===== src/rtl/ctrl_ramdrv_sched_pkg.sv =====
// Shared definitions for the RAM-driver scheduler: FSM state encoding,
// header command strobe encoding and the statistics counter width.
// Optional feature macro used by the top: RAMDRV_SCHED_STAT_EN.
package ctrl_ramdrv_sched_pkg;

    typedef enum logic [2:0] {
        ST_CLEAR = 3'd0,
        ST_IDLE  = 3'd1,
        ST_INIT  = 3'd2,
        ST_READ  = 3'd3,
        ST_WRITE = 3'd4,
        ST_INCR  = 3'd5
    } sched_state_t;

    typedef struct packed {
        logic clr;
        logic init;
        logic read;
        logic incr;
    } hdr_cmd_t;

    localparam hdr_cmd_t HDR_CMD_NONE = 4'b0000;
    localparam hdr_cmd_t HDR_CMD_CLR  = 4'b1000;
    localparam hdr_cmd_t HDR_CMD_INIT = 4'b0100;
    localparam hdr_cmd_t HDR_CMD_READ = 4'b0010;
    localparam hdr_cmd_t HDR_CMD_INCR = 4'b0001;

    localparam int STAT_WIDTH = 16;

    // Each state issues at most one header command; this keeps the strobes
    // mutually exclusive by construction.
    function automatic hdr_cmd_t hdr_cmd_of(input sched_state_t s);
        case (s)
            ST_CLEAR: return HDR_CMD_CLR;
            ST_INIT:  return HDR_CMD_INIT;
            ST_READ:  return HDR_CMD_READ;
            ST_INCR:  return HDR_CMD_INCR;
            default:  return HDR_CMD_NONE;
        endcase
    endfunction

endpackage


===== src/rtl/ctrl_ramdrv_sched_arbiter.sv =====
// Round-robin arbiter: the search starts one channel past the pointer and
// wraps, so the pointer channel itself has the lowest priority.
module ctrl_rr_arbiter
    import ctrl_ramdrv_sched_pkg::*;
#(
    parameter int INDEX_WIDTH = 4,
    localparam int NCH = 2 ** INDEX_WIDTH
) (
    input  logic [NCH-1:0]         req,
    input  logic [INDEX_WIDTH-1:0] pointer,
    output logic [NCH-1:0]         grant,
    output logic [INDEX_WIDTH-1:0] grant_index,
    output logic                   any
);

    logic [INDEX_WIDTH-1:0] cand;

    // Scan from the farthest candidate to the nearest so the nearest requester overwrites.
    always_comb begin
        grant_index = '0;
        any         = 1'b0;
        cand        = '0;
        for (int i = NCH; i >= 1; i--) begin
            cand = pointer + INDEX_WIDTH'(i);
            if (req[cand]) begin
                grant_index = cand;
                any         = 1'b1;
            end
        end
    end

    assign grant = any ? (NCH'(1) << grant_index) : '0;

endmodule


===== src/rtl/ctrl_ramdrv_sched.sv =====
// RAM-driver scheduler: serialises per-channel sample writes into a shared
// RAM, using an external header block for per-channel write offsets.
// Optional: define RAMDRV_SCHED_STAT_EN to enable the stat_writes counter.
module ctrl_ramdrv_sched
    import ctrl_ramdrv_sched_pkg::*;
#(
    parameter int OFFSET_WIDTH = 10,
    parameter int INDEX_WIDTH  = 4,
    parameter int DATA_WIDTH   = 16,
    localparam int NCH = 2 ** INDEX_WIDTH
) (
    input  logic                              clk,
    input  logic                              clr_n,
    input  logic                              soft_clr,
    input  logic                              cfg_valid,
    input  logic [OFFSET_WIDTH-1:0]           cfg_length,
    output logic                              cfg_ack,
    input  logic [NCH-1:0]                    req,
    input  logic [NCH*DATA_WIDTH-1:0]         req_data,
    output logic [NCH-1:0]                    ack,
    output logic                              hdr_clr,
    output logic                              hdr_init,
    output logic                              hdr_read,
    output logic                              hdr_incr,
    output logic [INDEX_WIDTH-1:0]            hdr_index,
    output logic [OFFSET_WIDTH-1:0]           hdr_length,
    input  logic [OFFSET_WIDTH-1:0]           hdr_offset,
    output logic                              ram_we,
    output logic [INDEX_WIDTH+OFFSET_WIDTH-1:0] ram_addr,
    output logic [DATA_WIDTH-1:0]             ram_wdata,
    output logic                              busy,
    output logic [STAT_WIDTH-1:0]             stat_writes
);

    sched_state_t            state, next_state;
    hdr_cmd_t                cmd;
    logic [INDEX_WIDTH-1:0]  grant_q;
    logic [NCH-1:0]          grant_oh_q;
    logic [INDEX_WIDTH-1:0]  last_granted;
    logic [OFFSET_WIDTH-1:0] cfg_len_q;
    logic [OFFSET_WIDTH-1:0] offset_q;
    logic [NCH-1:0]          arb_grant;
    logic [INDEX_WIDTH-1:0]  arb_index;
    logic                    arb_any;

    ctrl_rr_arbiter #(
        .INDEX_WIDTH (INDEX_WIDTH)
    ) u_arbiter (
        .req         (req),
        .pointer     (last_granted),
        .grant       (arb_grant),
        .grant_index (arb_index),
        .any         (arb_any)
    );

    // State register; reset parks in CLEAR so the header gets cleared on release.
    always_ff @(posedge clk or negedge clr_n) begin
        if (!clr_n) begin
            state <= ST_CLEAR;
        end else begin
            state <= next_state;
        end
    end

    // Next-state logic; IDLE priority is soft clear, then configuration, then requests.
    always_comb begin
        next_state = state;
        case (state)
            ST_CLEAR: next_state = ST_IDLE;
            ST_IDLE: begin
                if (soft_clr) begin
                    next_state = ST_CLEAR;
                end else if (cfg_valid) begin
                    next_state = ST_INIT;
                end else if (arb_any) begin
                    next_state = ST_READ;
                end
            end
            ST_INIT:  next_state = ST_IDLE;
            ST_READ:  next_state = ST_WRITE;
            ST_WRITE: next_state = ST_INCR;
            ST_INCR:  next_state = ST_IDLE;
            default:  next_state = ST_CLEAR;
        endcase
    end

    // Moore outputs; hdr_clr is qualified by clr_n so it stays low while reset is held.
    always_comb begin
        cmd        = hdr_cmd_of(state);
        hdr_clr    = cmd.clr & clr_n;
        hdr_init   = cmd.init;
        hdr_read   = cmd.read;
        hdr_incr   = cmd.incr;
        cfg_ack    = 1'b0;
        hdr_length = '0;
        hdr_index  = '0;
        ram_we     = 1'b0;
        ram_addr   = '0;
        ram_wdata  = '0;
        ack        = '0;
        busy       = (state != ST_IDLE);
        case (state)
            ST_INIT: begin
                cfg_ack    = 1'b1;
                hdr_length = cfg_len_q;
            end
            ST_READ: begin
                hdr_index = grant_q;
            end
            ST_WRITE: begin
                ram_we    = 1'b1;
                ram_addr  = {grant_q, offset_q};
                ram_wdata = req_data[int'(grant_q)*DATA_WIDTH +: DATA_WIDTH];
            end
            ST_INCR: begin
                hdr_index = grant_q;
                ack       = grant_oh_q;
            end
            default: ;
        endcase
    end

    // Capture the IDLE decision (config length or grant) and the header offset read back in READ.
    always_ff @(posedge clk or negedge clr_n) begin
        if (!clr_n) begin
            grant_q      <= '0;
            grant_oh_q   <= '0;
            last_granted <= '1;
            cfg_len_q    <= '0;
            offset_q     <= '0;
        end else begin
            if (state == ST_IDLE && !soft_clr) begin
                if (cfg_valid) begin
                    cfg_len_q <= cfg_length;
                end else if (arb_any) begin
                    grant_q      <= arb_index;
                    grant_oh_q   <= arb_grant;
                    last_granted <= arb_index;
                end
            end
            if (state == ST_READ) begin
                offset_q <= hdr_offset;
            end
        end
    end

`ifdef RAMDRV_SCHED_STAT_EN
    logic [STAT_WIDTH-1:0] stat_q;

    // Saturating count of completed writes, restarted whenever the header is cleared.
    always_ff @(posedge clk or negedge clr_n) begin
        if (!clr_n) begin
            stat_q <= '0;
        end else if (state == ST_CLEAR) begin
            stat_q <= '0;
        end else if (state == ST_INCR && stat_q != '1) begin
            stat_q <= stat_q + 1'b1;
        end
    end

    assign stat_writes = stat_q;
`else
    assign stat_writes = '0;
`endif

endmodule

===== config.mk =====
export PLATFORM = sky130hd
export DESIGN_NAME = ctrl_ramdrv_sched
export DESIGN_NICKNAME = d
export VERILOG_FILES = /design/src/rtl/ctrl_ramdrv_sched_pkg.sv /design/src/rtl/ctrl_ramdrv_sched_arbiter.sv /design/src/rtl/ctrl_ramdrv_sched.sv
export SDC_FILE = /design/constraint.sdc
export NUM_CORES = 1
export LEC_CHECK = 0
export ABC_CLOCK_PERIOD_IN_PS = 12200
export CAP_MARGIN = 25
export CORE_MARGIN = 3
export CORE_UTILIZATION = 25
export DETAILED_ROUTE_END_ITERATION = 10
export SLEW_MARGIN = 5
export SYNTH_ARGS = -nofsm -noshare
export SYNTH_HDL_FRONTEND = slang
export SYNTH_SLANG_ARGS = --single-unit

===== constraint.sdc =====
create_clock -name clk -period 12.2 [get_ports clk]
set_clock_uncertainty 0.05 [all_clocks]
set_input_delay 1.83 -clock clk [delete_from_list [all_inputs] [get_ports clk]]
set_output_delay 1.83 -clock clk [all_outputs]
set_load 0.005 [all_outputs]

# == Yosys cells after proc, flatten, opt, wreduce, memory -nomap -nowiden ==
# Cells that the tools add are included.
# totals
register_bits,47
latch_bits,0
ram_bits,0
mem_bits_ro,0
inputBits,296
out_inout_bits,83
word_cells,131
mem_count,0
# op_classes
n_addsub,15
n_mul,0
div_mod_pow,0
magnitude_cmp,16
n_eq_ne,7
shift,2
mux,76
n_bitwise,2
reduce_logical,7
# ops
cell,n
256-bit by 9-bit indexed part select with 16-bit output,1
4-bit by 5-bit less-than comparator with 1-bit output (second input constant),16
4-bit two-way mux,17
1-bit binary-select mux with 4-bit select,16
1-bit two-way mux,34
4-bit adder (second input constant),8
16-bit two-way mux,2
4-bit by 3-bit adder with 4-bit output (second input constant),4
4-bit case mux with 4 select lines,1
1-bit by 4-bit left shift with 16-bit output (first input constant),1
14-bit two-way mux,1
3-bit case mux with 4 select lines,1
10-bit two-way mux,1
3-bit two-way mux,3
4-bit by 2-bit adder with 4-bit output (second input constant),2
3-bit by 2-bit == test with 1-bit output (second input constant),2
3-bit == test (second input constant),2
4-bit by 1-bit adder with 4-bit output (second input constant),1
4-bit != test (second input constant),1
3-bit by 1-bit == test with 1-bit output (second input constant),1
3-bit logical NOT,1
3-bit by 1-bit != test with 1-bit output (second input constant),1
3-bit AND reduction,1
3-bit OR reduction,1
other kinds (6),6

# == Depth between registers and ports, before layout ==
# Gate-level depths: netlist of run 1.
# depth
word_depth,22
ltp_mapped,16
mapped_depth_nobuf,11

# == Cells and area by module ==
# Synthesis of run 1 repeated with hierarchy kept, for this count alone.
# hier_totals
cells_unflattened,629
hier_area_um2,6612.6
# modules_own_cells
mod,n_inst,cells_per_inst,area_each_um2,seq_area_each_um2
ctrl_ramdrv_sched,1,350,4272.8,1181.1
ctrl_rr_arbiter,1,279,2339.7,0.0

# == Worst setup path after synthesis of run 1 ==
# OpenSTA, ideal clock, no wires.
# synth_path
kind,input -> output
startpoint,in req_data[112]
endpoint,out ram_wdata[0]
arrival_ps,2888
t_required_ps,10320
slack_ps,7432
path_stages,3
n_path_buf,0
path_cell_list,mux4_2 -> mux4_2 -> and2_1
# synth_between
elab_chain_len,2
# synth_lines
item,line,rtl
from (decl),ctrl_ramdrv_sched.sv:19,"input logic [NCH*DATA_WIDTH-1:0] req_data,"
256-bit by 9-bit indexed part select with 16-bit output,ctrl_ramdrv_sched.sv:113,ram_wdata = req_data[int'(grant_q)*DATA_WIDTH +: DATA_WIDTH];
16-bit two-way mux,ctrl_ramdrv_sched.sv:102,case (state)
to (decl),ctrl_ramdrv_sched.sv:30,"output logic [DATA_WIDTH-1:0] ram_wdata,"
# Every way passes these cells.

# == Worst setup path in the final report of run 1 ==
# layout_path
startpoint,in req_data[126]
endpoint,out ram_wdata[14]
# The elaborated chain is that of the path after synthesis.

==> impl_metrics.yaml, run 1 <==
clock_network:
  cts.htree.levels: 2
  clk_path_buf_depth: 2
  cts_tree: "built"
  post_cts_buffers: 0
  cts_num_sinks: 47
  hold_buffers: 0
  cts.clk_slew.worst_paths_ns: 0.07
  root_buffer: "clkbuf_16"
  cts-buffers-inserted: 5
  ctsResizeCount: 0
  clock_latency_ns: 0.29
worst_hold_path:
  hp-class: "register to register"
global_routing:
  grt_pass1_wl_mm: 44.0
  top_usage_layer: "met2"
  use_met3_pct: 4.04
  grt_use_met1_pct: 26.7
  grt_pass1_vias: 6509
  grt_overflow: 0
  globalRouteMet2Util_pct: 36.0
  grtUsageTotal_pct: 20.5
  antenna_found_initial: 7
  grt_max_degree: 68
placement:
  dp_cells: 1231
  gp_congestion: 0.923
  dpl_worst_slack_ns: 6.31
  hpwl_mm: 24.8
  port_buffers: 362
  place_area_mm2: 0.0103
timing:
  finalSetupViolations: 0
  layout_min_cycle_time_ns: 5.81
  slew_headroom_pct: 33.2
  finalSetupTns_ns: 0
  hold_viol: 0
  finalCritPeriodShare_pct: 47.6
  rsz0062_at_grt: "false"
  worst_slack_ns: 6.39
  slew_violations: 0
  fmax_mhz: 172
  worstMarginPinSlew_ns: 1.00
power:
  power.leakage_nw: 3.95
  power_density_mw_per_mm2: 235
  peakVddDrop_uv: 131
floorplanning:
  coreArea_mm2: 0.0255
  rows: 58
  initial_utilization_pct: 25.7
  die_x_um: 168
  dieArea_mm2: 0.0281
  die_height_um: 168
  io_pins: 379
finish:
  drive_above_1_share_pct: 19.1
  area_growth_pct: 60.6
  final.fill_count: 2458
  utilization_pct: 41.2
  final_area_mm2: 0.0105
  regArea_mm2: 0.00119
  final_cells: 1243
  finalNetCount: 1214
  multi_input_area_mm2: 0.00502
routing:
  route.antenna.remaining_nets: 0
  routed_via_density: 5.24
  drt-total-wl_mm: 30.4
  drc_errors: 0
  drt_pass1_iterations: 5
  routedWlPerCell_um: 24.4
  initialDrtViolationCount: 493
  num_vias: 6516
logic_synthesis:
  async_reset_ff_share_pct: 100
  synth_common_cells: "mux4_2 (105), nand2_1 (58), and2_1 (44)"
  synth.distinct_cells: 69
  syn_area_mm2: 0.00654
  synth_edf_count: 0
  ys_seq_area_share_pct: 18.1
  synth_area_leader_cell: "mux4_2"
  yosysWarnings: 0
  postSynthRegisterBits: 47
  avgSynthCellArea_um2: 11.1
  netlist_instances: 587
  synth_top_area_share_pct: 36.2
  synth_area_leaders: "mux4_2 (36%), dfrtp_1 (16%), mux2_2 (5.0%), mux2i_1 (4.6%), and2_1 (4.2%)"
  synth.most_common_cell: "mux4_2"
  synthFlopType: "dfrtp_1"
critical_path:
  worstSetupStartpointType: "input port"
  cp.arrival_ns: 3.93
  crit_required_ns: 10.32
  cp_max_fo: 1
  path_class: "input port to primary output"
  cp-end-kind: "primary output"
run_status:
  status: "finished clean"
flow_run:
  cap_violations: 0
==> critical path, stage by stage <==
cell and delay [ns]:
clkdlybuf4s50_1 0.42, mux4_2 0.53, mux4_2 0.49, and2_1 0.17, clkdlybuf4s50_1 0.49
==> metal layers <==
| layer | vias to the layer above | wire length, um |
|---|---|---|
| met1 | 3259 | 12300 |
| met4 | 12 | 330 |
| li1 | 2949 | - |
| met5 | - | 95 |
| met3 | 31 | 2050 |
| met2 | 265 | 15600 |
==> metrics by stage <==
stage               power [W]  hold slack (ns)
floorplan             0.00175            0.388
global placement      0.00230            0.400
detailed placement    0.00229            0.405
CTS                   0.00244            0.422
global route          0.00265            0.449
finish                0.00246            0.419
==> kinds of logic after synthesis <==
| kind of cell | after synthesis | synth area share (%) |
|---|---|---|
| muxes | 169 | 47.2 |
| buffers and inverters | 75 | 5.97 |
| and+or+nand+nor | 183 | 14.9 |
| DFF | 47 | 18.1 |
| AOI/OAI and AO/OA | 93 | 10.7 |
| other | 1 | 0.0574 |
| adders and majority gates | 7 | 1.34 |
| xor gates and xnor gates | 12 | 1.84 |
==> sequential cells by signal, indices dropped and copies added (netlist names) <==
name,cells
offset_q,10
grant_q,4
state,3
last_granted,4
grant_oh_q,16
cfg_len_q,10
==> cell type report <==
| type | instances | share of cell area [%] |
|---|---|---|
| Sequential cell | 47 | 11.3 |
| Inverter | 9 | 0.322 |
| Clock inverter | 1 | 0.0834 |
| Tap cell | 330 | 3.93 |
| Antenna cell | 1 | 0.0238 |
| Multi-Input combinational cell | 480 | 47.8 |
| Timing Repair Buffer | 368 | 35.1 |
| Clock buffer | 7 | 1.36 |
==> layout by cell type, fill, tap and decap left out, drive strengths merged, types with 4 or more instances in the layout <==
cell,Yosys,routed
clkdlybuf4s50,0,361
nand2,59,59
nor2,19,19
nor3,5,5
mux2,32,32
and3,20,20
a32o,17,17
clkbuf,25,8
and2,44,44
a21oi,20,20
dfrtp,43,43
mux2i,31,31
o21bai,4,4
inv,8,8
a211oi,9,9
xnor2,8,8
nor2b,4,4
nand3,5,5
buf,41,6
ha,7,7
xor2,4,4
nand2b,7,7
o21ai,12,12
mux4,106,106
dfstp,4,4
conb,1,16
==> power breakdown <==
part,internal [W],switching (W)
sequential,0.000229,0.000161
combinational,0.000949,0.000986
clock,0.0000821,0.0000575
==> final timing paths <==
kind,startpoint,end,cells past startpoint,slack [ns]
max in group asynchronous,clr_n,grant_q[1],2,10.02
max,req_data[126],ram_wdata[14],5,6.39
min,offset_q[3],offset_q[3],2,0.42
max reg2reg,last_granted[1],grant_oh_q[1],11,6.49
min in group asynchronous,clr_n,cfg_len_q[9],2,1.59
min reg2reg,offset_q[3],offset_q[3],2,0.42
(Power assumes the default switching activity.)
==> inputs of run 2 (changes only) <==
Settings changed: ABC_CLOCK_PERIOD_IN_PS 12200 to 4800.
Clock period 12.2 ns to 4.8 ns, I/O delays scaled along.
==> run 2 against run 1 <==
Critical path depth grew 7. Total power grew to 2.7 times the previous value. Clock-buffer cell count is the same. Via count grew 2.7%. Combinational power grew to 2.8 times the previous value. Sequential power grew 120%. First-iteration DRC count shrank 12%. Critical path type is now register to register. Highest routed layer unchanged.
==> impl_metrics.yaml, run 2 (same netlist as run 1, synthesis figures left out) <==
routing:
  drt-total-wl_mm: 31.3
  routedWlPerCell_um: 24.5
  route.antenna.remaining_nets: 0
  num_vias: 6693
  routed_via_density: 5.25
  drc_errors: 0
  initialDrtViolationCount: 434
  drt_pass1_iterations: 5
finish:
  reg_top3: "grant_oh_q x16, cfg_len_q x10, offset_q x10"
  finalNetCount: 1245
  drive_above_1_share_pct: 21.6
  area_growth_pct: 64.1
  largest_register_ffs: 16
  layout_commonest_cell: "clkdlybuf4s50_1"
  final_cells: 1275
  layout_common_cells: "clkdlybuf4s50_1 (361), mux4_2 (105), nand2_1 (58)"
  regMostFlops: "grant_oh_q"
global_routing:
  grt_max_degree: 48
  grtUsageTotal_pct: 20.7
  antenna_found_initial: 4
  grt_pass1_wl_mm: 44.3
  grt_overflow: 0
  grt_pass1_vias: 6649
clock_network:
  cts_tree: "built"
  cts_num_sinks: 47
  cts.htree.levels: 2
  ctsResizeCount: 0
  cts-buffers-inserted: 5
  cts.clk_slew.worst_paths_ns: 0.07
  clock_latency_ns: 0.28
  root_buffer: "clkbuf_16"
  clk_path_buf_depth: 2
  post_cts_buffers: 0
  hold_buffers: 0
worst_hold_path:
  hold_start: "offset_q[7]"
  hold_path_depth: 2
  hold_end: "offset_q[7]"
  hp-class: "register to register"
placement:
  dp_cells: 1265
  dpl_worst_slack_ns: 0.631
  gp_congestion: 0.935
  hpwl_mm: 26.3
  port_buffers: 362
timing:
  hold_slack_ns: 0.426
  rsz0062_at_grt: "false"
  finalSetupTns_ns: 0
  worstMarginPinSlew_ns: 1.06
  slew_violations: 0
  worst_slack_ns: 0.573
  finalSetupViolations: 0
  finalCritPeriodShare_pct: 88.1
  slew_headroom_pct: 29.1
  layout_min_cycle_time_ns: 4.23
  fmax_mhz: 237
  hold_viol: 0
critical_path:
  path_class: "register to register"
  cp.arrival_ns: 4.35
  ff2ff_path_depth: 12
  cp-end-kind: "register"
  ff2ff_setup_slack_ns: 0.57
  crit_required_ns: 4.92
  r2r-start: "last_granted[0]"
  cp_max_fo: 9
  reg2reg_to: "grant_oh_q[9]"
  worstSetupStartpointType: "register"
power:
  power_density_mw_per_mm2: 619
  peakVddDrop_uv: 344
  power.leakage_nw: 4.08
  total_power_w: 0.00664
flow_run:
  cap_violations: 0
floorplanning:
  die_x_um: 168
  io_pins: 379
  initial_utilization_pct: 25.7
  rows: 58
  dieArea_mm2: 0.0281
  coreArea_mm2: 0.0255
  die_height_um: 168
run_status:
  status: "finished clean"
## run 2: worst max path at each step
stage,startpoint,endpoint,slack (ns),cells after the start
after floorplan,last_granted[0],grant_oh_q[8],0.78,14
after global placement,last_granted[0],grant_oh_q[9],0.63,12
after detailed placement,last_granted[0],grant_q[2],0.63,12
after CTS,last_granted[0],grant_q[2],0.61,12
after global routing,last_granted[0],grant_oh_q[0],0.41,11
final,last_granted[0],grant_oh_q[9],0.57,12
## run 2: final cells by class
cell class | instances | area [um^2]
Antenna cell | 2 | 5.00
Clock buffer | 7 | 133
Clock inverter | 1 | 7.51
Fill cell | 2450 | 14700
Inverter | 9 | 33.8
Multi-Input combinational cell | 480 | 5020
Sequential cell | 47 | 1190
Tap cell | 330 | 413
Timing Repair Buffer | 399 | 3920
## run 2: critical path: stages, from the launching register on
cell and delay (ns):
dfstp_2 0.53, inv_2 0.09, ha_1 0.58, mux4_2 0.61, buf_4 0.18, mux2i_1 0.18
mux2i_1 0.23, a2111oi_0 0.68, o2111ai_1 0.23, a21oi_1 0.26, nor2_1 0.06, buf_4 0.16
a32o_2 0.26
## run 2: per-stage QoR
stage | utilization [%] | area (um^2)
floorplan | - | 6590
global placement | 41.5 | 10600
detailed placement | 41.5 | 10600
CTS | 42.1 | 10700
global route | 42.1 | 10700
finish | 42.1 | 10700
## run 2: routing by layer
layer / wire, um / vias up / part of all wire, % / global-route usage, %
li1: - / 3012 / - / -
met1: 13000 / 3378 / 42 / 27.4
met2: 16100 / 279 / 51 / 37.2
met3: 1910 / 20 / 6.1 / 3.31
met4: 250 / 4 / 0.80 / 1.96
met5: 27 / - / 0.086 / 0
## run 2: power by group
group	internal, W	leakage (nW)	total (W)	switching, W
registers	0.000580	0.586	0.000856	0.000277
clock network	0.000194	0.0641	0.000337	0.000143
logic	0.00266	3.43	0.00544	0.00278
total	0.00343	4.08	0.00664	0.00320
==> inputs of run 3 (changes only) <==
Settings changed: CORE_ASPECT_RATIO set to 2.
==> run 3 against run 2 <==
Utilization down 0.16 points. Setup slack worse by 0.17 ns. Register-to-register slack got worse by 0.17 ns. Fmax decreased by 4.0%. Sequential share of layout area is 0.10 points lower. Global-route usage grew 1.2 points. Largest power group unchanged. Highest routed layer unchanged.
==> impl_metrics.yaml, run 3 (same netlist as run 1, synthesis figures left out) <==
finish:
  area_growth_pct: 65.3
  regArea_mm2: 0.00119
  largest_register_ffs: 16
  layout_common_cells: "clkdlybuf4s50_1 (361), mux4_2 (105), nand2_1 (58)"
  multi_input_area_mm2: 0.00502
  regMostFlops: "grant_oh_q"
  layout_commonest_cell: "clkdlybuf4s50_1"
  drive_above_1_share_pct: 22.3
  final.fill_count: 2549
  finalNetCount: 1252
  reg_top3: "grant_oh_q x16, cfg_len_q x10, offset_q x10"
  final_cells: 1299
timing:
  finalCritPeriodShare_pct: 91.7
  slew_headroom_pct: 35.7
  fmax_mhz: 227
  hold_viol: 0
  layout_min_cycle_time_ns: 4.40
  slew_violations: 0
  finalSetupViolations: 0
  worstMarginPinSlew_ns: 0.965
  finalSetupTns_ns: 0
  rsz0062_at_grt: "false"
critical_path:
  reg2reg_to: "grant_oh_q[9]"
  crit_chain: "inv_2 > ha_1 > mux4_2 > buf_4 > mux2i_1 > mux2i_1 > a2111oi_0 > o2111ai_1 > a21oi_1 > nor2_1 > buf_4 > a32o_2"
  worstSetupStartpointType: "register"
  ff2ff_setup_slack_ns: 0.40
  crit_slowest_cell: "a2111oi_0"
  cp_slowest_stage_delay_ns: 0.67
  critPathBufInv: 3
  r2r-start: "last_granted[0]"
  cp_max_fo: 9
  worst_path_dominant_cell_family: "compound AO/OA/AOI/OAI gates"
  path_class: "register to register"
  crit_required_ns: 4.93
  cp-end-kind: "register"
  cp.arrival_ns: 4.53
  ff2ff_path_depth: 12
routing:
  drt-total-wl_mm: 32.1
  routedWlPerCell_um: 24.7
  num_vias: 6820
  route.antenna.remaining_nets: 0
  initialDrtViolationCount: 332
  drt_pass1_iterations: 5
  routed_via_density: 5.25
  drc_errors: 0
placement:
  port_buffers: 362
  gp_congestion: 1.02
  hpwl_mm: 27.6
  dp_cells: 1281
floorplanning:
  coreArea_mm2: 0.0258
  die_x_um: 120
  rows: 83
  initial_utilization_pct: 25.4
  die_height_um: 235
  dieArea_mm2: 0.0282
  io_pins: 379
power:
  switching_share_pct: 48.3
  power_density_mw_per_mm2: 631
  power.internal_w: 0.00352
  power.switching_w: 0.00329
  share_seq_of_total_power_pct: 12.3
  combPwrFrac_pct: 82.6
  power.leakage_nw: 4.12
  clock_power_share_pct: 5.1
  peakVddDrop_uv: 477
clock_network:
  cts.htree.levels: 2
  post_cts_buffers: 0
  cts.clk_slew.worst_paths_ns: 0.07
  clk_path_buf_depth: 2
  cts_tree: "built"
  hold_buffers: 0
  cts-buffers-inserted: 5
  ctsResizeCount: 0
  clock_latency_ns: 0.29
  root_buffer: "clkbuf_16"
  cts_num_sinks: 47
worst_hold_path:
  hold_start: "offset_q[3]"
  hp-class: "register to register"
  hold_path_depth: 2
  hold_end: "offset_q[3]"
run_status:
  status: "finished clean"
global_routing:
  antenna_found_initial: 15
  grt_pass1_wl_mm: 46.8
  grt_pass1_vias: 7151
  grt_overflow: 0
  grtUsageTotal_pct: 21.9
  grt_max_degree: 48
flow_run:
  cap_violations: 0
run 3: power groups by stage:
stage               registers [W]  clock network, W  logic, W
floorplan                0.000641                 0   0.00380
global placement         0.000851                 0   0.00559
detailed placement       0.000856                 0   0.00560
CTS                      0.000850          0.000356   0.00562
global route             0.000878          0.000369   0.00601
finish                   0.000839          0.000344   0.00563
run 3: area by class of cell:
| type | instances | share of cell area [%] |
|---|---|---|
| multi-input combinational | 480 | 46.5 |
| sequential | 47 | 11.0 |
| tap | 340 | 3.94 |
| antenna | 9 | 0.209 |
| timing repair buffer | 406 | 36.8 |
| clock inverter | 2 | 0.116 |
| inverter | 9 | 0.313 |
| clock buffer | 6 | 1.19 |
run 3: how the worst max path moves through the flow:
stage                     from        endpoint  slack (ns)  depth (start not counted)
5_1_grt        last_granted[0]  grant_oh_q[15]        0.23                         13
2_1_floorplan  last_granted[0]   grant_oh_q[8]        0.78                         14
6_report       last_granted[0]   grant_oh_q[9]        0.40                         12
3_5_place_dp   last_granted[0]   grant_oh_q[9]        0.43                         12
4_1_cts        last_granted[0]   grant_oh_q[9]        0.39                         12
3_3_place_gp   last_granted[0]   grant_oh_q[9]        0.42                         12
run 3: stage by stage:
stage / util, % / power [W] / instance area, um^2 / setup WS (ns) / hold WS (ns)
after floorplan: - / 0.00444 / 6590 / 0.780 / 0.374
after global placement: 41.3 / 0.00644 / 10600 / 0.424 / 0.399
after detailed placement: 41.3 / 0.00646 / 10600 / 0.432 / 0.406
after CTS: 41.8 / 0.00682 / 10800 / 0.395 / 0.424
after global routing: 41.9 / 0.00725 / 10800 / 0.233 / 0.446
final: 41.9 / 0.00681 / 10800 / 0.399 / 0.419
run 3: layer usage:
metal	wire length (um)	GRT usage, %
met5	73	0
met4	1880	12.7
met3	3280	7.92
met2	17500	41.5
met1	9330	19.2
run 3: worst min-delay path: stages, from the launching register on:
cell	delay (ns)
dfrtp_1	0.34
nand2_1	0.05
nand2_1	0.05
